`src/rtl/shift_pkg.sv`:
```
// rtl/shift_pkg.sv - shift_pipe op encoding and single-level shift function (SHIFT_PIPE_ROTATE_EN enables ROR)
package shift_pkg;

    typedef enum logic [1:0] {
        OP_SLL = 2'b00,
        OP_SRL = 2'b01,
        OP_SRA = 2'b10,
        OP_ROR = 2'b11
    } shift_op_t;

    // Widest datapath the shared level function supports
    localparam int SHIFT_MAX_W = 64;

    // One mux level: shift the low 'width' bits of d by 'sh' according to op.
    // Bits above 'width' are assumed zero on entry and are cleared on exit.
    function automatic logic [SHIFT_MAX_W-1:0] shift_level(
        input logic [SHIFT_MAX_W-1:0] d,
        input logic                   sign,
        input shift_op_t              op,
        input int                     width,
        input int                     sh
    );
        logic [SHIFT_MAX_W-1:0] m;
        logic [SHIFT_MAX_W-1:0] r;
        m = ~({SHIFT_MAX_W{1'b1}} << width);
        case (op)
            OP_SLL:  r = (d << sh) & m;
            OP_SRA:  r = (d >> sh) | ({SHIFT_MAX_W{sign}} & m & ~(m >> sh));
`ifdef SHIFT_PIPE_ROTATE_EN
            OP_ROR:  r = ((d >> sh) | (d << (width - sh))) & m;
`endif
            // SRL, and op 11 when rotate is not built
            default: r = d >> sh;
        endcase
        return r;
    endfunction

endpackage

```
`src/rtl/shift_stage.sv`:
```
// rtl/shift_stage.sv - one barrel-shifter level with its registers and local handshake (SHIFT_PIPE_ROTATE_EN)
module shift_stage
    import shift_pkg::*;
#(
    parameter int WIDTH = 16,
    parameter int TAG_W = 4,
    parameter int LEVEL = 0
) (
    input  logic                     Clk,
    input  logic                     Rst_n,
    input  logic                     i_valid,
    output logic                     o_ready,
    input  logic [WIDTH-1:0]         i_data,
    input  logic [$clog2(WIDTH):0]   i_amt,
    input  shift_op_t                i_op,
    input  logic                     i_sign,
    input  logic [TAG_W-1:0]         i_tag,
    input  logic                     i_ready,
    output logic                     o_valid,
    output logic [WIDTH-1:0]         o_data,
    output logic [$clog2(WIDTH):0]   o_amt,
    output shift_op_t                o_op,
    output logic                     o_sign,
    output logic [TAG_W-1:0]         o_tag
);

    localparam int LOG2W = $clog2(WIDTH);

    logic                   r_valid;
    logic [WIDTH-1:0]       r_data;
    logic [LOG2W:0]         r_amt;
    shift_op_t              r_op;
    logic                   r_sign;
    logic [TAG_W-1:0]       r_tag;

    logic                   w_rot;
    logic [WIDTH-1:0]       w_pre;
    logic [WIDTH-1:0]       w_next;
    logic [LOG2W:0]         w_amt;
    logic [SHIFT_MAX_W-1:0] w_ext;

    // Over-range resolution (level 0 only), then this level's conditional shift by 2^LEVEL
    always_comb begin
        w_rot = 1'b0;
`ifdef SHIFT_PIPE_ROTATE_EN
        w_rot = (i_op == OP_ROR);
`endif
        w_pre = i_data;
        w_amt = i_amt;
        if (LEVEL == 0 && i_amt[LOG2W]) begin
            if (w_rot) begin
                w_amt[LOG2W] = 1'b0;
            end else begin
                w_amt = '0;
                w_pre = (i_op == OP_SRA) ? {WIDTH{i_sign}} : '0;
            end
        end
        w_ext  = SHIFT_MAX_W'(w_pre);
        w_next = w_pre;
        if (w_amt[LEVEL]) begin
            w_next = WIDTH'(shift_level(w_ext, i_sign, i_op, WIDTH, 1 << LEVEL));
        end
    end

    // Stage register: loads when empty or when downstream takes the current item
    always_ff @(posedge Clk) begin
        if (!Rst_n) begin
            r_valid <= 1'b0;
            r_data  <= '0;
            r_amt   <= '0;
            r_op    <= OP_SLL;
            r_sign  <= 1'b0;
            r_tag   <= '0;
        end else if (o_ready) begin
            r_valid <= i_valid;
            if (i_valid) begin
                r_data <= w_next;
                r_amt  <= w_amt;
                r_op   <= i_op;
                r_sign <= i_sign;
                r_tag  <= i_tag;
            end
        end
    end

    assign o_ready = !r_valid || i_ready;
    assign o_valid = r_valid;
    assign o_data  = r_data;
    assign o_amt   = r_amt;
    assign o_op    = r_op;
    assign o_sign  = r_sign;
    assign o_tag   = r_tag;

endmodule

```
`src/rtl/shift_pipe.sv`:
```
// rtl/shift_pipe.sv - pipelined barrel shifter with valid/ready and tag sideband (SHIFT_PIPE_ROTATE_EN enables ROR)
module shift_pipe
    import shift_pkg::*;
#(
    parameter int WIDTH = 16,
    parameter int TAG_W = 4
) (
    input  logic                   Clk,
    input  logic                   Rst_n,
    input  logic                   in_valid,
    output logic                   in_ready,
    input  logic [WIDTH-1:0]       in_data,
    input  logic [$clog2(WIDTH):0] in_amt,
    input  logic [1:0]             in_op,
    input  logic [TAG_W-1:0]       in_tag,
    output logic                   out_valid,
    input  logic                   out_ready,
    output logic [WIDTH-1:0]       out_data,
    output logic [TAG_W-1:0]       out_tag,
    output logic                   busy
);

    localparam int LOG2W = $clog2(WIDTH);

    // Index 0 is the block input; index g+1 is the output of stage g
    logic [LOG2W:0]   w_valid;
    logic [LOG2W:0]   w_sign;
    logic [WIDTH-1:0] w_data [0:LOG2W];
    logic [LOG2W:0]   w_amt  [0:LOG2W];
    shift_op_t        w_op   [0:LOG2W];
    logic [TAG_W-1:0] w_tag  [0:LOG2W];
    logic             w_unused;

    assign w_valid[0] = in_valid;
    assign w_data[0]  = in_data;
    assign w_amt[0]   = in_amt;
    assign w_op[0]    = shift_op_t'(in_op);
    assign w_sign[0]  = in_data[WIDTH-1];
    assign w_tag[0]   = in_tag;

    // Ready is kept per generate scope so the out_ready -> in_ready chain is a plain AND/OR ladder
    for (genvar g = 0; g < LOG2W; g++) begin : g_stage
        logic w_rdy;
        logic w_dn_rdy;

        if (g == LOG2W - 1) begin : g_last
            assign w_dn_rdy = out_ready;
        end else begin : g_mid
            assign w_dn_rdy = g_stage[g+1].w_rdy;
        end

        shift_stage #(
            .WIDTH (WIDTH),
            .TAG_W (TAG_W),
            .LEVEL (g)
        ) u_stage (
            .Clk     (Clk),
            .Rst_n   (Rst_n),
            .i_valid (w_valid[g]),
            .o_ready (w_rdy),
            .i_data  (w_data[g]),
            .i_amt   (w_amt[g]),
            .i_op    (w_op[g]),
            .i_sign  (w_sign[g]),
            .i_tag   (w_tag[g]),
            .i_ready (w_dn_rdy),
            .o_valid (w_valid[g+1]),
            .o_data  (w_data[g+1]),
            .o_amt   (w_amt[g+1]),
            .o_op    (w_op[g+1]),
            .o_sign  (w_sign[g+1]),
            .o_tag   (w_tag[g+1])
        );
    end

    assign in_ready  = g_stage[0].w_rdy;
    assign out_valid = w_valid[LOG2W];
    assign out_data  = w_data[LOG2W];
    assign out_tag   = w_tag[LOG2W];
    assign busy      = |w_valid[LOG2W:1];

    // Final-stage amount/op/sign are bookkeeping only
    assign w_unused  = ^{w_amt[LOG2W], w_op[LOG2W], w_sign[LOG2W]};

endmodule

```
`config.mk`:
```
export PLATFORM = sky130hd
export DESIGN_NAME = shift_pipe
export DESIGN_NICKNAME = d
export VERILOG_FILES = /design/src/rtl/shift_pkg.sv /design/src/rtl/shift_stage.sv /design/src/rtl/shift_pipe.sv
export SDC_FILE = /design/constraint.sdc
export NUM_CORES = 1
export LEC_CHECK = 0
export ABC_AREA = 1
export CORE_ASPECT_RATIO = 1.25
export CORE_UTILIZATION = 45
export CTS_CLUSTER_SIZE = 16
export DETAILED_ROUTE_END_ITERATION = 12
export PLACE_DENSITY = 0.72
export SETUP_SLACK_MARGIN = 0.15
export SLEW_MARGIN = 20
export SYNTH_ARGS = -nofsm -noshare
export SYNTH_HDL_FRONTEND = slang
export SYNTH_SLANG_ARGS = --single-unit
```
`constraint.sdc`:
```
create_clock -name Clk -period 1.24 [get_ports Clk]
set_clock_uncertainty 0.05 [all_clocks]
set_input_delay 0.186 -clock Clk [delete_from_list [all_inputs] [get_ports Clk]]
set_output_delay 0.186 -clock Clk [all_outputs]
set_load 0.01 [all_outputs]
```
* Yosys cells after proc, flatten, opt, wreduce, memory -nomap -nowiden
Index checks and enable logic that the tools add are counted.
** Word-level totals
- Bits in registers :: 105
- Output and inout port bits :: 23
** Operators by class
- Eq/ne operators :: 4
- Multiplexer cells :: 11
- Bitwise logic cells :: 4
- Reduce and logical (&&, ||, !) cells :: 17
** Operators by type and width (number)
- one-hot mux 16 bit (2 select lines) :: 4
- two-way mux 16 bit :: 6
- OR 12 x 16 -> 16 bit :: 1
- OR 14 x 16 -> 16 bit :: 1
- OR 15 x 16 -> 16 bit :: 1
- OR 8 x 16 -> 16 bit :: 1
- == test 2 bit, second input constant :: 4
- logical NOT 2 bit :: 4
- AND reduction 2 bit :: 4
- logical NOT 1 bit :: 4
- logical OR 1 bit :: 4
- two-way mux 4 bit :: 1
- OR reduction 4 bit :: 1

* Longest topological paths before layout
Gate-level depths: netlist (run 1).
- Depth after elaboration :: 6
- Gate-level depth with buffers :: 8
- Gate-level depth less buffers :: 8

* By module
Synthesis (run 1) repeated with hierarchy kept, for this count alone.
** Second synthesis, totals
- Cells, all modules :: 834
- Area total of the unflattened synthesis :: 5735.5 µm²
** Modules (own cells, without submodules)
- shift_stage (g_stage[0].u_stage) :: times used 1, cells an instance 236, area each 1649.1 µm²
- shift_stage (g_stage[1].u_stage) :: times used 1, cells an instance 199, area each 1392.6 µm²
- shift_stage (g_stage[2].u_stage) :: times used 1, cells an instance 197, area each 1343.8 µm²
- shift_stage (g_stage[3].u_stage) :: times used 1, cells an instance 199, area each 1338.8 µm²
- shift_pipe :: times used 1, cells an instance 3, area each 11.3 µm²

* Least setup slack after synthesis (run 1)
OpenSTA, ideal clock, no wires.
- Path kind :: reg-to-reg
- Start :: reg g_stage[3].u_stage.r_valid
- End :: reg g_stage[0].u_stage.r_op[1]
- Setup time :: 0.116 ns
- Arrival :: 1.213 ns
- Slack :: -0.139 ns
- Cell stages (with the launch flop) :: 9
- Buffers on the path :: 1
- Period minus slack after synthesis :: 1.379 ns
- Cell sequence :: dfxtp_1 inv_2 nor2_4 nand4_4 nand2_4 inv_4 buf_6 nor2_1 nor2_1
** Between the ends
- Cells in the longest elaborated chain, start to end :: 6
** Ends and longest elaborated chain
- start: declaration :: line shift_stage.sv:29 : logic r_valid;
- start signal: assignment :: line shift_stage.sv:75 : r_valid <= i_valid;
- logical NOT 1 bit :: line shift_stage.sv:86 : assign o_ready = !r_valid || i_ready;
- logical OR 1 bit (4 in a row) :: line shift_stage.sv:86
- named net in_ready :: line shift_pipe.sv:11 : output logic in_ready,
- AND reduction 2 bit (no line)
- end signal: assignment :: line shift_stage.sv:79 : r_op <= i_op;
- end: declaration :: line shift_stage.sv:32 : shift_op_t r_op;
The timed path passes the listed nets, and every way through them passes these cells.
A chain may end at the register's enable or synchronous reset.

* Worst setup path in the final report (run 1)
- Start :: reg g_stage[3].u_stage.r_valid
- End :: out busy
** Between the ends
- Cells in the longest elaborated chain, start to end :: 1
** Ends and longest elaborated chain
- OR reduction 4 bit :: line shift_pipe.sv:80 : assign busy = |w_valid[LOG2W:1];
- end: declaration :: line shift_pipe.sv:20 : output logic busy
Every way passes these cells.

==> impl_metrics.csv, run 1 <==
group,metric,value,unit
sta,hold_viol,0,
logic_synthesis,synth_area_leaders,"dfxtp_1 (40%), o21ai_0 (12%), nor2_1 (10%)",
critical_path,cpMostUsedCell,"buf_4",
sta,rsz0062_at_grt,"true",
place,port_buffers,53,
clock_network,clock-sinks,99,
logic_synthesis,synth_top_family_by_area,"simple AND/OR/NAND/NOR gates",
critical_path,cp_slowest_cell,"dfxtp_2",
finish,multi_input_area,2560,µm²
critical_path,crit_chain,"inv_2 -> buf_4 -> buf_4 -> nand4_1 -> buf_2",
logic_synthesis,synth_compound_area_share,22.0,%
grt,overflow,0,
critical_path,max_stage_delay,330,ps
floorplan,rows,42,
detailed_routing,vias_per_cell,5.26,
clock_network,path_clk_slew,60,ps
clock_network,cts_tree,"yes",
finish,layout.nets,822,
logic_synthesis,synthFlopType,"dfxtp_1",
detailed_routing,final_antenna_net_count,0,
floorplan,dieArea,11400,µm²
finish,insertedDiodeCount,0,
clock_network,cts-root-buf,"clkbuf_16",
clock_network,htreeDepth,3,
detailed_routing,dr_total_vias,4879,
critical_path,arrival,1150,ps
flow_run,cap_violations,0,
logic_synthesis,yosysWarnings,0,
sta,max_freq,0.723,GHz
sta,holdWs,283,ps
critical_path,crit_fanout,2,
clock_network,cts_hold_buf,0,
power,power_per_cell_area,1220,nW/µm²
sta,setup_viol,94,
detailed_routing,drtIter0Drc,241,
place,dpl.hpwl,8470,µm
status,violations,"negative setup slack",
place,dp_worst_setup_slack,-479,ps
grt,grt_usage,21.8,%
logic_synthesis,syn-cell-area,4930,µm²
logic_synthesis,synth-edff-count,0,
sta,maxSlewHeadroom,76.1,%
critical_path,required,1000,ps
logic_synthesis,ys_types,29,
logic_synthesis,seq_area_frac_synth,40.2,%
clock_network,insertion_delay,340,ps
logic_synthesis,yosys.area_share.adder,0,%
finish,final.fill_count,1011,
hold_path,hp-class,"primary input to flip-flop",
sta,tightestPinTransition,355,ps
logic_synthesis,async_flop_share,0,%
sta,drv_slew,0,
floorplan,die_y,119,µm
logic_synthesis,muxShareOfSynthArea,0,%
finish,syn_to_final_growth,27.0,%
critical_path,start_kind,"flip-flop",
clock_network,cts_buffers,9,
floorplan,start_util,46.4,%
sta,setup_ws,-143,ps
sta,period_share,112,%
logic_synthesis,yosys.area.top_type_share,40.2,%
place,gp_congestion,0.899,
logic_synthesis,synth_area_per_cell,6.82,µm²
sta,tns,-5650,ps
grt,grt_pass1_vias,4494,
logic_synthesis,synthesis.nets,753,
logic_synthesis,yosysTopAreaCell,"dfxtp_1",
sta,finalCriticalPeriod,1380,ps
detailed_routing,drc_errors,0,
critical_path,crit_path_end_kind,"primary output",
floorplan,core-area,10600,µm²
critical_path,worstSetupPathType,"flip-flop to primary output",
detailed_routing,wirelength,12000,µm
floorplan,die_w,95.6,µm
power,p_leak,0.00269,µW
detailed_routing,avgRoutedWirePerCell,12.9,µm
logic_synthesis,syn_inst,722,
power,p_total,7660,µW
status,status,"complete, but fails checks",
detailed_routing,dr.pass1.iters,4,
grt,grt_antenna_before_repair,0,
logic_synthesis,synth-simple-area-share,27.3,%
finish,drive_gt1_share,19.7,%
logic_synthesis,synth_xor_area_share,0,%
power,worst_ir_drop_vdd,0.692,mV
grt,grt_start_max_net_pins,66,
grt,grt_pass1_wl,20000,µm
finish,seqCellArea,2000,µm²
clock_network,clockBufferDepth,2,
floorplan,num_io_pins,54,
logic_synthesis,ys_seq_elements,99,
-- sequential cells by signal, summed over array words and instances, names as in the netlist --
| signal | flops |
|---|---|
| g_stage.u_stage.o_valid | 4 |
| g_stage.u_stage.o_op | 6 |
| g_stage.u_stage.o_data | 64 |
| g_stage.u_stage.o_sign | 3 |
| g_stage.u_stage.o_amt | 6 |
| g_stage.u_stage.o_tag | 16 |
-- cells in the mapped netlist, types with 5 or more instances --
| cell type | number |
|---|---|
| inv_1 | 49 |
| buf_6 | 10 |
| inv_2 | 6 |
| o21ai_1 | 5 |
| dfxtp_1 | 99 |
| a21oi_2 | 6 |
| clkbuf_1 | 17 |
| o21ai_0 | 116 |
| buf_4 | 5 |
| nor2_1 | 132 |
| nor3_1 | 12 |
| nand3_1 | 30 |
| nand4_1 | 22 |
| a21oi_1 | 65 |
| buf_2 | 14 |
| o22ai_1 | 14 |
| nand2_1 | 97 |
-- critical path: cells and delay by family (launching register included) --
kind | cells | cell delay, ps
buffers and inverters | 4 | 420
DFF | 1 | 330
and+or+nand+nor | 1 | 60
-- kinds of logic (layout without fill, tap and decap cells) --
logic type             count (synthesis)  in the layout
AO/OA/AOI/OAI                        208            208
buffers and inverters                106            180
flip-flops                            99             99
AND/OR/NAND/NOR                      309            309
-- report_power, final --
part / switching [µW] / leakage, µW / internal, µW
Combinational: 720 / 0.00173 / 549
Clock: 1130 / 0.000150 / 1760
Sequential: 133 / 0.000819 / 3370
Total: 1980 / 0.00269 / 5680
-- layout by cell type (no fill, tap or decap), types with 3 or more instances in the layout --
master           Yosys  routed
inv_8                0       3
buf_6               10       5
nor2_2               4       3
buf_12               0       8
clkbuf_16            0      10
clkdlybuf4s50_1      0      29
o22ai_1             14      14
o21ai_2              0      11
nand4_1             22      22
nand2_2              3       6
inv_1               49      48
inv_2                6       4
dfxtp_1             99      87
nand3_1             30      30
nand2_1             97      93
buf_2               14      22
nor3_1              12      12
nor2_4               2       5
o21ai_1              5      53
nor2_1             132     130
o21ai_0            116      57
dfxtp_2              0      11
a21oi_1             65      58
a21oi_2              6      13
buf_4                5      39
-- metal layers --
layer | vias to the layer above | part of all wire (%) | track usage (%)
met2 | 108 | 52 | 39.7
met1 | 2197 | 42 | 24.8
met5 | - | 0 | 0
met4 | 0 | 2.5 | 9.14
met3 | 23 | 3.2 | 3.00
li1 | 2551 | - | -
-- through the flow --
step                util, %  cell area, µm²  cells
global placement       54.6            5800    903
finish                 58.9            6260    928
global route           58.9            6260    928
CTS                    57.9            6150    923
floorplan                 -            5000    722
detailed placement     54.6            5800    903
-- worst paths after layout --
path                                            startpoint                                         end  slack [ps]  depth (start not counted)
setup / recovery   g_stage[3].u_stage.o_valid$_SDFFE_PN0P_                                        busy        -140                          5
hold / removal                                       Rst_n  g_stage[3].u_stage.o_data[15]$_SDFFE_PN0P_         280                          4
setup reg to reg   g_stage[3].u_stage.o_valid$_SDFFE_PN0P_   g_stage[0].u_stage.o_data[7]$_SDFFE_PN0P_        -120                          9
hold reg to reg   g_stage[0].u_stage.o_tag[1]$_SDFFE_PN0P_    g_stage[0].u_stage.o_tag[1]$_SDFFE_PN0P_         430                          2
-- repair_timing --
item | 4_1_cts | 5_1_grt
buffers inserted | 3 | 3
pin swaps | 6 | 3
endpoints found under the setup margin | 121 | 101
gates cloned | 1 | 2
resized for setup | 136 | 12
-- layout make-up --
cell class                      count  share of cell area, %
Multi-Input combinational cell    517                   41.0
Sequential cell                    99                   32.0
Timing Repair Buffer              107                   15.6
Inverter                           56                   3.76
Clock buffer                       11                   3.72
Tap cell                          132                   2.64
Clock inverter                      5                   1.24
Timing Repair inverter              1                  0.140
No activity file was read; power rests on OpenSTA's default activity.
==> inputs of run 2 (changes only) <==
--- a/config.mk
+++ b/config.mk
@@ -6,6 +6,7 @@
 export NUM_CORES = 1
 export LEC_CHECK = 0
 export ABC_AREA = 1
+export CAP_MARGIN = 20
 export CORE_ASPECT_RATIO = 1.25
 export CORE_UTILIZATION = 45
 export CTS_CLUSTER_SIZE = 16
==> results of run 2 <==
No change in the layout: final DEF, timing and power equal those of run 1.
==> inputs of run 3 (changes only) <==
--- a/config.mk
+++ b/config.mk
@@ -8,10 +8,11 @@
 export ABC_AREA = 1
 export CAP_MARGIN = 20
 export CORE_ASPECT_RATIO = 1.25
-export CORE_UTILIZATION = 45
+export CORE_UTILIZATION = 51
 export CTS_CLUSTER_SIZE = 16
 export DETAILED_ROUTE_END_ITERATION = 12
-export PLACE_DENSITY = 0.72
+export GPL_ROUTABILITY_DRIVEN = 0
+export PLACE_DENSITY = 0.79
 export SETUP_SLACK_MARGIN = 0.15
 export SLEW_MARGIN = 20
 export SYNTH_ARGS = -nofsm -noshare
==> run 3 against run 2 <==
  * The flow still finishes with violations (negative setup slack)
  * Non-clock buffer count rose by 13
  * Sequential cell count did not move
  * Core utilization is 12 points higher
  * Worst setup slack got worse by 29 ps
  * Fmax down 2.0%
  * Critical path depth fell by 1
  * Critical path type unchanged
  * Largest power group unchanged
==> impl_metrics.csv, run 3 (synthesis gave the netlist of run 1 again) <==
group,metric,value,unit
clock_network,insertion_delay,340,ps
floorplan,core-area,9270,µm²
status,violations,"negative setup slack",
grt,grt_antenna_before_repair,0,
critical_path,r2r_start,"g_stage[3].u_stage.o_valid$_SDFFE_PN0P_",
detailed_routing,drc_errors,0,
sta,drv_slew,0,
sta,period_share,114,%
clock_network,htreeDepth,3,
grt,grt_pass1_vias,4766,
detailed_routing,wirelength,13000,µm
floorplan,die_w,89.9,µm
sta,holdWs,308,ps
floorplan,num_io_pins,54,
detailed_routing,dr.pass1.iters,5,
power,p_leak,0.00280,µW
power,worst_ir_drop_vdd,0.575,mV
critical_path,required,1000,ps
finish,drive_gt1_share,24.6,%
finish,layout_common_cells,"nor2_1 (126), nand2_1 (97), dfxtp_1 (86)",
sta,tightestPinTransition,343,ps
finish,insertedDiodeCount,0,
critical_path,crit_path_end_kind,"primary output",
clock_network,cts_tree,"yes",
critical_path,worstSetupPathType,"flip-flop to primary output",
detailed_routing,dr_total_vias,5162,
finish,fin_area,6540,µm²
sta,rsz0062_at_grt,"true",
critical_path,crit_fanout,4,
critical_path,reg2reg_depth,8,
grt,grt_pass1_wl,21000,µm
place,dpl.hpwl,8530,µm
sta,maxSlewHeadroom,77.1,%
clock_network,path_clk_slew,60,ps
grt,grt_start_max_net_pins,73,
floorplan,die_y,112,µm
status,status,"complete, but fails checks",
grt,overflow,0,
finish,layout.nets,834,
place,placed_cell_area,5840,µm²
hold_path,hp-class,"primary input to flip-flop",
floorplan,rows,39,
detailed_routing,avgRoutedWirePerCell,14.0,µm
floorplan,dieArea,10100,µm²
sta,setup_ws,-172,ps
clock_network,clock-sinks,99,
place,port_buffers,53,
detailed_routing,vias_per_cell,5.54,
critical_path,r2r_setup_slack,-170,ps
detailed_routing,drtIter0Drc,382,
finish,largest_reg_flops,64,
critical_path,arrival,1180,ps
critical_path,start_kind,"flip-flop",
floorplan,start_util,53.1,%
sta,hold_viol,0,
finish,syn_to_final_growth,32.7,%
hold_path,min_path_cells,4,
clock_network,cts_buffers,9,
sta,finalCriticalPeriod,1410,ps
hold_path,hold_start,"Rst_n",
grt,grt_usage,25.4,%
finish,mostFrequentLayoutCell,"nor2_1",
detailed_routing,final_antenna_net_count,0,
critical_path,r2r_end,"g_stage[1].u_stage.o_op[0]$_SDFFE_PN0P_",
sta,setup_viol,98,
clock_network,clockBufferDepth,2,
flow_run,cap_violations,0,
clock_network,cts-root-buf,"clkbuf_16",
sta,max_freq,0.708,GHz
hold_path,whs_endpoint,"g_stage[3].u_stage.o_data[14]$_SDFFE_PN0P_",
power,power_per_cell_area,1140,nW/µm²
==> run 3: cell count changes in the layout (fill, tap and decap cells not counted), sizes merged <==
cell and delta:
buf +13, bufinv -2, clkbuf +3, clkdlybuf4s50 -1
clkinvlp -1, dlygate4sd2 +1, inv -1
==> run 3: worst max-delay path by stage <==
| stage | start | to | slack, ps | cells past startpoint |
|---|---|---|---|---|
| 2_1_floorplan | g_stage[3].u_stage.o_valid$_SDFFE_PN0P_ | g_stage[0].u_stage.o_sign$_SDFFE_PN0P_ | -130 | 8 |
| 3_3_place_gp | out_ready | in_ready | -410 | 4 |
| 3_5_place_dp | out_ready | g_stage[1].u_stage.o_data[10]$_SDFFE_PN0P_ | -470 | 8 |
| 4_1_cts | g_stage[3].u_stage.o_valid$_SDFFE_PN0P_ | g_stage[1].u_stage.o_data[3]$_SDFFE_PN0P_ | -150 | 8 |
| 5_1_grt | g_stage[3].u_stage.o_valid$_SDFFE_PN0P_ | g_stage[1].u_stage.o_op[0]$_SDFFE_PN0P_ | -250 | 8 |
| 6_report | g_stage[3].u_stage.o_valid$_SDFFE_PN0P_ | in_ready | -170 | 4 |
==> run 3: cell type report <==
| cell class | instances | area (µm²) |
|---|---|---|
| Clock buffer | 14 | 264 |
| Clock inverter | 2 | 10.0 |
| Fill cell | 716 | 2730 |
| Inverter | 56 | 251 |
| Multi-Input combinational cell | 517 | 2740 |
| Sequential cell | 99 | 2000 |
| Tap cell | 123 | 154 |
| Timing Repair Buffer | 120 | 1120 |
==> run 3: per-layer routing <==
layer | track usage (%) | part of all wire [%] | wire (µm) | vias to the layer above
met5 | 0 | 0 | 0 | -
met4 | 14.1 | 4.0 | 517 | 0
met3 | 3.35 | 4.0 | 528 | 35
met2 | 48.8 | 54 | 7100 | 182
met1 | 26.4 | 38 | 4890 | 2375
li1 | - | - | - | 2570
==> run 3: report_power, final <==
group / leakage, µW / switching [µW] / internal (µW)
clock: 0.000137 / 1100 / 1460
sequential: 0.000819 / 153 / 3370
combinational: 0.00184 / 777 / 598
total: 0.00280 / 2030 / 5430
==> run 3: what timing repair did <==
action / 4_1_cts / 5_1_grt
gates resized for setup: 144 / 59
pin swaps: 4 / 16
buffers inserted: 5 / 5
hold buffers: 0 / 0
cloned: 3 / 1
endpoints found under the setup margin: 121 / 101
==> run 3: through the flow <==
step | TNS (ps) | setup slack, ps | power [µW] | util [%] | instances
floorplan | -3710 | -126 | 4350 | - | 722
global placement | -32390 | -412 | 4750 | 63.0 | 901
detailed placement | -35360 | -474 | 4790 | 63.0 | 901
CTS | -6050 | -148 | 7360 | 67.4 | 925
global route | -15710 | -251 | 7780 | 70.5 | 931
finish | -8140 | -172 | 7460 | 70.5 | 931
==> run 3: worst max-delay path: stages (launching register included) <==
cell     delay, ps
dfxtp_2        330
inv_2           50
nor2_4         160
nand4_4        140
buf_6          160
